==> src/rtl/instr_fetch_unit.sv <==
`default_nettype none
// ============================================================================
// instr_fetch_unit : RV32I fetch stage (PC, imem handshake, instruction latch)
// Rev 1.0
// ============================================================================
module instr_fetch_unit #(
    parameter logic [31:0] RESET_PC  = 32'h0000_0000,
    parameter logic [31:0] NOP_INSTR = 32'h0000_0013
) (
    input  logic        clk,
    input  logic        rst_n,
    output logic        imem_req,
    output logic [31:0] imem_addr,
    input  logic        imem_ready,
    input  logic        imem_rvalid,
    input  logic [31:0] imem_rdata,
    input  logic        PCSrc,
    input  logic [31:0] ImmExt,
    input  logic        stall,
    output logic [31:0] Instr,
    output logic [6:0]  op,
    output logic [2:0]  funct3,
    output logic        funct7,
    output logic [31:0] PC,
    output logic [31:0] PCPlus4,
    output logic        instr_valid,
    output logic        fault
);

    typedef enum logic [2:0] {
        ST_BOOT  = 3'd0,
        ST_REQ   = 3'd1,
        ST_WAIT  = 3'd2,
        ST_EXEC  = 3'd3,
        ST_FAULT = 3'd4
    } state_t;

    state_t      state_q;
    logic [31:0] pc_q;
    logic [31:0] instr_q;
    logic        req_q;
    logic        valid_q;
    logic        fault_q;

    logic [31:0] pc_plus4_d;
    logic [31:0] next_pc_d;
    logic        misaligned_d;

    assign pc_plus4_d   = pc_q + 32'd4;
    assign next_pc_d    = PCSrc ? (pc_q + ImmExt) : pc_plus4_d;
    // Sequential targets stay aligned; only a taken branch can misalign.
    assign misaligned_d = PCSrc && (next_pc_d[1:0] != 2'b00);

    always_ff @(posedge clk or negedge rst_n) begin
        if (!rst_n) begin
            state_q <= ST_BOOT;
            pc_q    <= RESET_PC;
            instr_q <= NOP_INSTR;
            req_q   <= 1'b0;
            valid_q <= 1'b0;
            fault_q <= 1'b0;
        end else begin
            case (state_q)
                ST_BOOT: begin
                    state_q <= ST_REQ;
                    req_q   <= 1'b1;
                end
                ST_REQ: begin
                    if (imem_ready) begin
                        state_q <= ST_WAIT;
                        req_q   <= 1'b0;
                    end
                end
                ST_WAIT: begin
                    if (imem_rvalid) begin
                        instr_q <= imem_rdata;
                        valid_q <= 1'b1;
                        state_q <= ST_EXEC;
                    end
                end
                ST_EXEC: begin
                    if (!stall) begin
                        valid_q <= 1'b0;
                        if (misaligned_d) begin
                            state_q <= ST_FAULT;
                            fault_q <= 1'b1;
                            instr_q <= NOP_INSTR;
                        end else begin
                            pc_q    <= next_pc_d;
                            state_q <= ST_REQ;
                            req_q   <= 1'b1;
                        end
                    end
                end
                ST_FAULT: begin
                    req_q   <= 1'b0;
                    valid_q <= 1'b0;
                    fault_q <= 1'b1;
                    instr_q <= NOP_INSTR;
                end
                default: begin
                    state_q <= ST_BOOT;
                    req_q   <= 1'b0;
                    valid_q <= 1'b0;
                end
            endcase
        end
    end

    assign imem_req    = req_q;
    assign imem_addr   = pc_q;
    assign Instr       = instr_q;
    assign op          = instr_q[6:0];
    assign funct3      = instr_q[14:12];
    assign funct7      = instr_q[30];
    assign PC          = pc_q;
    assign PCPlus4     = pc_plus4_d;
    assign instr_valid = valid_q;
    assign fault       = fault_q;

endmodule
`default_nettype wire

==> config.mk <==
export PLATFORM = sky130hd
export DESIGN_NAME = instr_fetch_unit
export DESIGN_NICKNAME = d
export VERILOG_FILES = /design/src/rtl/instr_fetch_unit.sv
export SDC_FILE = /design/constraint.sdc
export NUM_CORES = 1
export LEC_CHECK = 0
export CORE_MARGIN = 2
export CORE_UTILIZATION = 47
export CTS_BUF_LIST = sky130_fd_sc_hd__clkbuf_16
export CTS_CLUSTER_DIAMETER = 80
export DETAILED_ROUTE_END_ITERATION = 12
export GPL_TIMING_DRIVEN = 0
export PLACE_DENSITY = 0.85
export SLEW_MARGIN = 20
export SYNTH_ARGS = -nofsm -noshare
export SYNTH_HDL_FRONTEND = slang
export SYNTH_SLANG_ARGS = --single-unit
==> constraint.sdc <==
create_clock -name clk -period 3.25 [get_ports clk]
set_clock_uncertainty 0.1 [all_clocks]
set_input_delay 0.325 -clock clk [delete_from_list [all_inputs] [get_ports clk]]
set_output_delay 0.325 -clock clk [all_outputs]
set_load 0.02 [all_outputs]
; ---- Word-level counts from Yosys, hierarchy flattened
; Cells that the tools add are included.
[totals]
ff_bits = 70
in_bits = 70
out_inout_bits = 142
word_cells = 54
[op_classes]
add_sub_neg = 2
n_eq_ne = 9
muxes = 20
bitwise = 5
reduce_logical = 12
[op_table]
columns = op, count
row1 = 32-bit two-way mux, 4
row2 = 32-bit case mux with 3 select lines, 1
row3 = 32-bit by 3-bit adder with 32-bit output (second input constant), 1
row4 = 32-bit adder, 1
row5 = 3-bit case mux with 5 select lines, 1
row6 = 3-bit two-way mux, 4
row7 = 4-bit AND reduction, 3
row8 = 2-bit inequality test (second input constant), 5
row9 = 3-bit AND reduction, 3
row10 = 1-bit two-way mux, 7
row11 = 3-bit by 2-bit == test with 1-bit output (second input constant), 2
row12 = 1-bit inverter, 5
row13 = 1-bit case mux with 4 select lines, 1
row14 = 2-bit nonzero test, 2
row15 = 3-bit by 1-bit == test with 1-bit output (second input constant), 1
row16 = 3-bit == test (second input constant), 1
row17 = 3-bit logical NOT, 1
row18 = 1-bit case mux with 3 select lines, 1
row19 = 3-bit nonzero test, 1
row20 = 1-bit case mux with 2 select lines, 1
row21 = 2-bit OR reduction, 1
row22 = 1-bit logical AND, 1

; ---- Logic depth before layout (Yosys ltp)
; Gate-level depths: netlist (run 1).
[depth]
ltp_word = 7
mapped_depth = 11
mapped_depth_nobuf = 9

; ---- Least setup slack after synthesis (run 1)
; OpenSTA, ideal clock, no wires.
[synth_path]
path_kind = register to register
startpoint = register pc_q[0] (netlist: PC[0])
endpoint = register pc_q[31] (netlist: PC[31])
setup_time_ns = 0.069
arrival_time_ns = 2.641
t_required_ns = 3.081
path_slack_ns = 0.440
stages_incl_launch_ff = 10
path_buffers = 2
synth_period_minus_slack_ns = 2.810
cell_sequence = dfrtp_1 ha_1 fa_1 o21ai_1 and2_4 buf_6 nand2_2 buf_2 or4_2 nand3_1
[synth_between]
elab_chain_cells = 6
word_cells_on_any_way = 7
classes_between = add/sub (2) / mux (1) / bitwise (1) / reduce/logical (3)
[synth_rtl]
columns = item, line_no
row1 = start: declaration, 39  ; logic [31:0] pc_q;
row2 = start signal: assignment, 89  ; pc_q <= next_pc_d;
row3 = 32-bit by 3-bit adder with 32-bit output / 32-bit adder (equally long branches), "49, 50"
row4 = 32-bit two-way mux (*), 50  ; assign next_pc_d = PCSrc ? (pc_q + ImmExt) : pc_plus4_d;
row5 = 2-bit nonzero test, 52  ; assign misaligned_d = PCSrc && (next_pc_d[1:0] != 2'b00);
row6 = 1-bit logical AND, 52
row7 = 1-bit inverter (no line), --
row8 = 3-bit AND reduction (no line), --
; Mark *: on every way between the ends. The rest lies on a longest branch, timed or not.
; A chain may end at the register's enable or synchronous reset.

; ---- Worst setup path in the final report (run 1)
[layout_path]
startpoint = register pc_q[3] (netlist: PC[3])
endpoint = output port PCPlus4[30]
[layout_between]
elab_chain_cells = 1
[layout_rtl]
columns = item, line_no
row1 = 32-bit by 3-bit adder with 32-bit output, 49  ; assign pc_plus4_d = pc_q + 32'd4;
row2 = end: declaration, 25  ; output logic [31:0] PCPlus4,
; No other way between the ends.

==> flow_summary.yaml, run 1 <==
synth:
  synth_cells: 763
  synth-main-ff-cell: "dfrtp_1"
  synth_edf_count: 0
  ys_seq_elements: 70
  synthesis.nets: 866
  synth_cell_type_count: 77
  post_synth.cell_area_avg_um2: 8.06
  synthXorXnorAreaFrac_pct: 6.96
  ys_warn_count: 0
  muxShareOfSynthArea_pct: 2.38
  synth_simple_gate_area_share_pct: 23.7
  syn_area_mm2: 0.00615
  synthArstFlopShare_pct: 100
  synth_compound_area_share_pct: 22.1
  yosysSeqAreaShare_pct: 28.6
  synth_top_family_by_area: "simple AND/OR/NAND/NOR gates"
  synthAdderAreaFrac_pct: 6.84
layout:
  layout_commonest_cell: "clkdlybuf4s50_1"
  layout.nets: 1096
  final_layout_size_suffix_gt1_share_pct: 13.6
  fin_cells: 1170
  n_antenna_cell: 0
  layout_common_cells: "clkdlybuf4s50_1, nand2_1, o21ai_0"
  area_growth_syn_to_layout_pct: 45.7
clock_network:
  cts-root-buf: "clkbuf_16"
  htreeDepth: 3
  clk_path_buf_depth: 2
  cts_tree: "built"
  cts_buffers: 9
  cts.sinks: 70
  clk_latency_ns: 0.34
  clk_pin_slew_ns: 0.06
grt:
  track_usage_pct: 29.0
  grt_max_degree: 56
  antenna_found_initial: 0
  grt_pass1_wl_um: 32600
  grt-ovfl-total: 0
  grt_pass1_vias: 6259
detailed_routing:
  dr.first_iter.drc_count: 616
  wl_met1_um: 8630
  highest_layer: "met4"
  antenna_left: 0
  routed_via_density: 5.74
  wl_um: 20700
  met2WireLength_um: 9780
  met3_length_um: 1770
  post_drt_wl_per_cell_um: 17.7
  drc: 0
  vias: 6719
  first_pass_iters: 5
place:
  portBuffers: 211
  dp_cells: 1147
  dpl.hpwl_um: 15700
  place.gp.congestion: 0.980
timing:
  hold_viol: 0
  max_freq_ghz: 0.319
  post-route-min-period_ns: 3.13
  setup_viol: 0
  timing.final.crit_share_pct: 96.3
  slew_headroom_pct: 41.4
  worst-slew-pin-transition_ns: 0.879
  fin_setup_tns_ns: 0
  rsz0062_at_grt: "yes"
  drv_slew: 0
status:
  status: "complete, no violations"
critical_path:
  start_kind: "register"
  crit_fanout: 6
  r2r_cells: 9
  required_ns: 2.82
  end_kind: "output pin"
  crit_type: "register to output pin"
  arrival_ns: 2.71
worst_hold_path:
  hold_class: "input port to asynchronous set/reset pin"
floorplan:
  die_w_um: 118
  initial_core_util_pct: 48.5
  top_level_ports: 212
  dieArea_mm2: 0.0140
  fp-row-count: 41
  die_h_um: 118
  core_area_mm2: 0.0127
pwr:
  power.leakage_nw: 3.86
  ir_drop_v: 0.000615
  powerDensity_mw_per_mm2: 902
job:
  cap_violations: 0
[cell type report]
class                   instances  area, µm²
repair buffers                220       2200
plain buffers                  88        533
inverters                      14       52.6
well taps                     172        215
clock inverters                 7        103
flip-flops and latches         70       1760
multi-input cells             590       3870
clock buffers                   9        225
fillers                      1057       3710
[critical path, cell delays in order, from the launching register on]
cell and delay [ns]:
dfrtp_2 0.44, ha_4 0.20, nand4_1 0.25, or4_4 0.57, nor3_4 0.25, nand3_1 0.16, xnor2_2 0.18, clkdlybuf4s15_2 0.30
[final timing paths]
check,to,slack [ns],from
worst min register to register,Instr[0],0.38,Instr[0]
worst max-delay path,PCPlus4[30],0.12,PC[3]
max in group asynchronous,Instr[4],2.16,rst_n
worst min-delay path,Instr[28],0.30,rst_n
worst max register to register,PC[31],0.16,PC[0]
min in group clk,Instr[0],0.38,Instr[0]
[cell usage after synthesis, types with 5 or more instances]
| library cell | n | area [µm²] |
|---|---|---|
| nor2_1 | 32 | 120 |
| inv_1 | 14 | 52.6 |
| or2_2 | 6 | 37.5 |
| nor4_1 | 6 | 37.5 |
| clkbuf_1 | 33 | 124 |
| nor3_1 | 13 | 65.1 |
| nor3b_1 | 5 | 37.5 |
| o21bai_1 | 5 | 37.5 |
| o22ai_1 | 6 | 37.5 |
| a31oi_1 | 6 | 37.5 |
| a211oi_1 | 8 | 60.1 |
| o21ai_0 | 68 | 340 |
| or3_1 | 10 | 62.6 |
| mux2i_1 | 9 | 90.1 |
| nand2_1 | 109 | 409 |
| a22oi_1 | 9 | 67.6 |
| nor2b_1 | 5 | 31.3 |
| xor2_1 | 21 | 184 |
| o21a_1 | 5 | 37.5 |
| mux2_2 | 5 | 56.3 |
| buf_4 | 47 | 353 |
| dfrtp_1 | 67 | 1680 |
| xnor2_1 | 26 | 228 |
| o211ai_1 | 5 | 37.5 |
| nand4_1 | 17 | 106 |
| and2_1 | 5 | 31.3 |
| nand2b_1 | 7 | 43.8 |
| ha_1 | 32 | 400 |
| nand3_1 | 27 | 135 |
| a21o_1 | 15 | 113 |
| a21oi_1 | 61 | 305 |
| and3_1 | 12 | 75.1 |
[cell families after synthesis]
family / count (synthesis)
compound gates: 217
xor+xnor: 48
fa+ha+maj: 33
buf+inv: 103
flops: 70
mux: 14
simple gates: 278
[repair_timing]
item                       CTS  global route
setup endpoints to repair   36            49
hold buffers                 1             0
setup buffers                4             3
gates resized for setup     17            17
hold endpoints to repair    15             0
pin swaps                    1             2
[metal layers]
layer / track usage, % / vias to the layer above
met2: 47.7 / 320
met4: 8.85 / 0
li1: - / 3184
met5: 0 / -
met3: 6.81 / 42
met1: 37.8 / 3173
[sequential cells by signal, summed over array words and instances, names as in the netlist]
signal / flops
PC: 32
Instr: 32
fault: 1
instr_valid: 1
imem_req: 1
state_q: 3
[power by group]
group / internal [mW] / leakage [nW] / switching [mW]
Combinational: 2.41 / 2.85 / 2.89
Clock: 0.684 / 0.163 / 0.424
Sequential: 1.22 / 0.849 / 0.456
[metrics by stage]
| stage | util, % | total power [mW] | area, µm² | worst slack [ns] | hold slack [ns] |
|---|---|---|---|---|---|
| final | 70.7 | 8.08 | 8960 | 0.120 | 0.303 |
| after global routing | 70.7 | 8.54 | 8960 | -0.0274 | 0.331 |
| after CTS | 70.1 | 7.99 | 8890 | 0.00124 | 0.305 |
| after detailed placement | 67.1 | 6.84 | 8500 | -0.360 | 0.119 |
| after global placement | 66.9 | 6.74 | 8480 | -0.795 | 0.355 |
| after floorplan | - | 4.73 | 6150 | 0.440 | -0.0706 |
No activity file was read; power rests on OpenSTA's default activity.
==> run 2: changes to the inputs <==
ABC_AREA = 0   (was default)
REMOVE_ABC_BUFFERS = 1   (was default)
==> flow_summary.yaml, run 2 (synthesized netlist as in run 1, its figures left out) <==
layout:
  area_growth_syn_to_layout_pct: 38.0
  seq_area_mm2: 0.00177
  layout_commonest_cell: "clkdlybuf4s50_1"
  n_antenna_cell: 0
  layout.nets: 1013
  final_layout_size_suffix_gt1_share_pct: 9.95
  layout_common_cells: "clkdlybuf4s50_1, nand2_1, o21ai_0"
  fillers: 1035
  fin_area_mm2: 0.00848
  multi_input_area_mm2: 0.00388
  fin_util_pct: 67.0
critical_path:
  crit_path_top_delay_cell: "clkdlybuf4s50_1"
  arrival_ns: 2.77
  end_kind: "output pin"
  start_kind: "register"
  critPathMaxStageDelay_ns: 0.62
  cp_common_cell: "nand4_1"
  cpLargestDelayFamily: "simple AND/OR/NAND/NOR gates"
  path_cells: "nand4_1, buf_4, nor4_4, nand4_1, nor2_2, xor2_1, clkdlybuf4s50_1"
  crit_buf_inv: 2
  crit_type: "register to output pin"
  crit_fanout: 7
  required_ns: 2.82
clock_network:
  clk_path_buf_depth: 2
  htreeDepth: 3
  clk_pin_slew_ns: 0.06
  cts_buffers: 9
  cts_tree: "built"
  cts-root-buf: "clkbuf_16"
  clk_latency_ns: 0.35
  cts.sinks: 70
grt:
  track_usage_pct: 27.5
  grt_max_degree: 53
  antenna_found_initial: 0
  grt_pass1_vias: 5962
  grt-ovfl-total: 0
  grt_pass1_wl_um: 31200
floorplan:
  fp-row-count: 41
  die_h_um: 118
  core_area_mm2: 0.0127
  initial_core_util_pct: 48.5
  top_level_ports: 212
  die_w_um: 118
  dieArea_mm2: 0.0140
place:
  dpl_cell_area_mm2: 0.00806
  place.gp.congestion: 0.936
  dpl.hpwl_um: 14300
  post-place-ws_ns: -0.521
  portBuffers: 211
timing:
  slew_headroom_pct: 50.3
  rsz0062_at_grt: "yes"
  setup_viol: 0
  max_freq_ghz: 0.313
  worst-slew-pin-transition_ns: 0.745
  drv_slew: 0
  finalWorstSetupSlack_ns: 0.0525
  timing.final.crit_share_pct: 98.4
  hold_viol: 0
  hold_slack_ns: 0.301
  post-route-min-period_ns: 3.20
  fin_setup_tns_ns: 0
detailed_routing:
  antenna_left: 0
  dr.first_iter.drc_count: 535
  wl_um: 19700
  vias: 6301
  routed_via_density: 5.80
  first_pass_iters: 7
  drc: 0
  post_drt_wl_per_cell_um: 18.1
worst_hold_path:
  hold_class: "input port to asynchronous set/reset pin"
pwr:
  powerDensity_mw_per_mm2: 901
  power.leakage_nw: 3.53
  ir_drop_v: 0.000507
job:
  cap_violations: 0
status:
  status: "complete, no violations"
-- run 2: cell count changes in the layout (fill, tap and decap cells not counted), moves of 3 or more --
cell	delta
clkbuf_1	-30
clkdlybuf4s50_1	+3
dfrtp_1	-5
inv_6	-3
buf_4	-45
dfrtp_2	+5
buf_2	-3
clkbuf_2	-5
dlymetal6s2s_1	-3
-- run 2: area by class of cell --
cell class / count / area share [%]
clock buffer: 9 / 2.65
clock inverter: 7 / 0.782
inverter: 14 / 0.619
multi-input combinational: 590 / 45.8
sequential: 70 / 20.8
tap: 172 / 2.54
timing repair buffer: 225 / 26.8
-- run 2: report_power, final --
part / total, mW / internal, mW / switching (mW)
Combinational: 4.93 / 2.22 / 2.71
Clock: 1.00 / 0.589 / 0.414
Sequential: 1.72 / 1.22 / 0.491
-- run 2: timing repair --
action	in CTS	in global routing
endpoints found under the hold margin	18	0
gates resized for setup	20	10
pin swaps	1	2
endpoints found under the setup margin	22	30
buffers inserted	4	5
hold buffers	1	0
-- run 2: per-stage QoR --
stage	power (mW)	std cells
floorplan	4.39	674
global placement	6.34	1057
detailed placement	6.53	1061
CTS	7.59	1082
global route	8.10	1087
finish	7.65	1087
-- run 2: worst paths after layout --
path	end	from	slack [ns]	cells after the start
max	PCPlus4[21]	PC[14]	0.05	7
min	Instr[17]	rst_n	0.30	2
max reg2reg	PC[30]	PC[0]	0.22	9
min reg2reg	Instr[4]	Instr[4]	0.37	2
max in group asynchronous	Instr[4]	rst_n	2.13	3
min in group clk	Instr[4]	Instr[4]	0.37	2
-- run 2: layer usage --
layer | GRT usage, % | wire length, µm | vias to the layer above
met5 | 0 | 0 | -
met4 | 9.08 | 366 | 0
met3 | 4.54 | 1460 | 27
met2 | 45.4 | 9480 | 289
met1 | 36.7 | 8360 | 2973
li1 | - | - | 3012
==> run 3: changes to the inputs <==
CORE_UTILIZATION = 50   (was 47)
DONT_BUFFER_PORTS = 1   (was default)
PLACE_DENSITY = 0.67   (was 0.85)
==> flow_summary.yaml, run 3 (synthesized netlist as in run 1, its figures left out) <==
floorplan:
  die_h_um: 115
  top_level_ports: 212
  initial_core_util_pct: 51.2
  die_w_um: 115
  core_area_mm2: 0.0120
  fp-row-count: 40
  dieArea_mm2: 0.0132
grt:
  grt_pass1_wl_um: 26900
  antenna_found_initial: 0
  grt_max_degree: 71
  grt_pass1_vias: 5226
  track_usage_pct: 25.7
  grt-ovfl-total: 0
clock_network:
  cts_buffers: 9
  clk_pin_slew_ns: 0.06
  clk_latency_ns: 0.35
  cts.sinks: 70
  htreeDepth: 3
  clk_path_buf_depth: 2
  cts-root-buf: "clkbuf_16"
  cts_tree: "built"
detailed_routing:
  drc: 0
  dr.first_iter.drc_count: 391
  antenna_left: 0
  first_pass_iters: 7
  vias: 5527
  wl_um: 17400
  routed_via_density: 6.52
  post_drt_wl_per_cell_um: 20.5
worst_hold_path:
  hold_class: "input port to register"
critical_path:
  required_ns: 2.82
  crit_fanout: 8
  end_kind: "output pin"
  crit_path_top_delay_cell: "dfrtp_4"
  critPathMaxStageDelay_ns: 0.55
  rrSetupSlack_ns: 0.13
  crit_buf_inv: 0
  crit_type: "register to output pin"
  arrival_ns: 2.77
  path_cells: "ha_2, nand4_1, or4_4, nor3_4, nand3_1, xnor2_4"
  start_kind: "register"
  cpLargestDelayFamily: "simple AND/OR/NAND/NOR gates"
timing:
  max_freq_ghz: 0.313
  post-route-min-period_ns: 3.20
  setup_viol: 0
  drv_slew: 0
  timing.final.crit_share_pct: 98.3
  slew_headroom_pct: 36.6
  hold_viol: 0
  worst-slew-pin-transition_ns: 0.949
  rsz0062_at_grt: "yes"
layout:
  layout.nets: 799
  n_antenna_cell: 0
  area_growth_syn_to_layout_pct: 4.15
  fillers: 1136
  fin_util_pct: 53.3
  final_layout_size_suffix_gt1_share_pct: 14.1
  layout_common_cells: "nand2_1, o21ai_0, a21oi_1"
  layout_commonest_cell: "nand2_1"
place:
  place.gp.congestion: 0.915
  portBuffers: 0
  dpl.hpwl_um: 12300
pwr:
  p_total_mw: 6.26
  power.leakage_nw: 2.70
  powerDensity_mw_per_mm2: 978
  ir_drop_v: 0.000514
status:
  status: "complete, no violations"
job:
  cap_violations: 0
==> run 3: routing by layer <==
layer	vias to the layer above	wire [µm]	share of wire, %	track usage [%]
li1	2596	-	-	-
met1	2668	7480	43	34.1
met2	238	8230	47	41.3
met3	25	1400	8.1	6.85
met4	0	272	1.6	7.79
met5	-	0	0	0
==> run 3: power breakdown <==
part	internal [mW]	leakage [nW]	switching [mW]	total (mW)
registers	1.23	0.834	1.22	2.44
logic	1.08	1.73	1.76	2.84
clock network	0.532	0.135	0.448	0.980
==> run 3: repair_timing <==
action	4_1_cts	5_1_grt
endpoints found under the setup margin	53	40
pin swaps	2	3
gates cloned	0	1
buffers inserted	3	2
hold endpoints to repair	73	0
gates resized for setup	22	19
hold buffers	4	0
==> run 3: final cells by class <==
cell class	instances	area (µm²)	share of cell area, %
multi-input cells	591	3970	62.0
clock inverters	7	61.3	0.957
repair buffers	10	123	1.91
flip-flops and latches	70	1790	27.9
clock buffers	9	225	3.52
well taps	147	184	2.87
inverters	14	52.6	0.821
==> run 3: worst reg2reg max path: cells and delay by family, from the launching register on <==
kind                     cells  cell delay, ns
AND/OR/NAND/NOR              4            1.40
AO/OA/AOI/OAI                1            0.25
flip-flops                   1            0.58
adder cells (fa/ha/maj)      2            0.73
==> run 3: stage by stage <==
stage / cell area, µm² / setup TNS [ns] / std cells / worst slack [ns] / hold WS (ns)
floorplan: 5620 / -42.65 / 674 / -1.35 / -0.0706
global placement: 5800 / -72.96 / 821 / -2.16 / -0.0671
detailed placement: 5850 / -6.88 / 822 / -0.539 / -0.0678
CTS: 6290 / -0.0466 / 845 / -0.0466 / 0.000775
global route: 6400 / -0.0595 / 848 / -0.0595 / 0.00529
finish: 6400 / 0 / 848 / 0.0544 / 0.00718
==> run 3: path summary, 6_finish.rpt <==
check	from	end	cells past startpoint
setup / recovery	PC[3]	PCPlus4[30]	6
hold / removal	imem_rdata[9]	Instr[9]	2
setup reg to reg	PC[0]	PC[31]	7
hold reg to reg	state_q[2]	instr_valid	1
max in group asynchronous	rst_n	Instr[1]	2
min in group asynchronous	rst_n	PC[22]	2
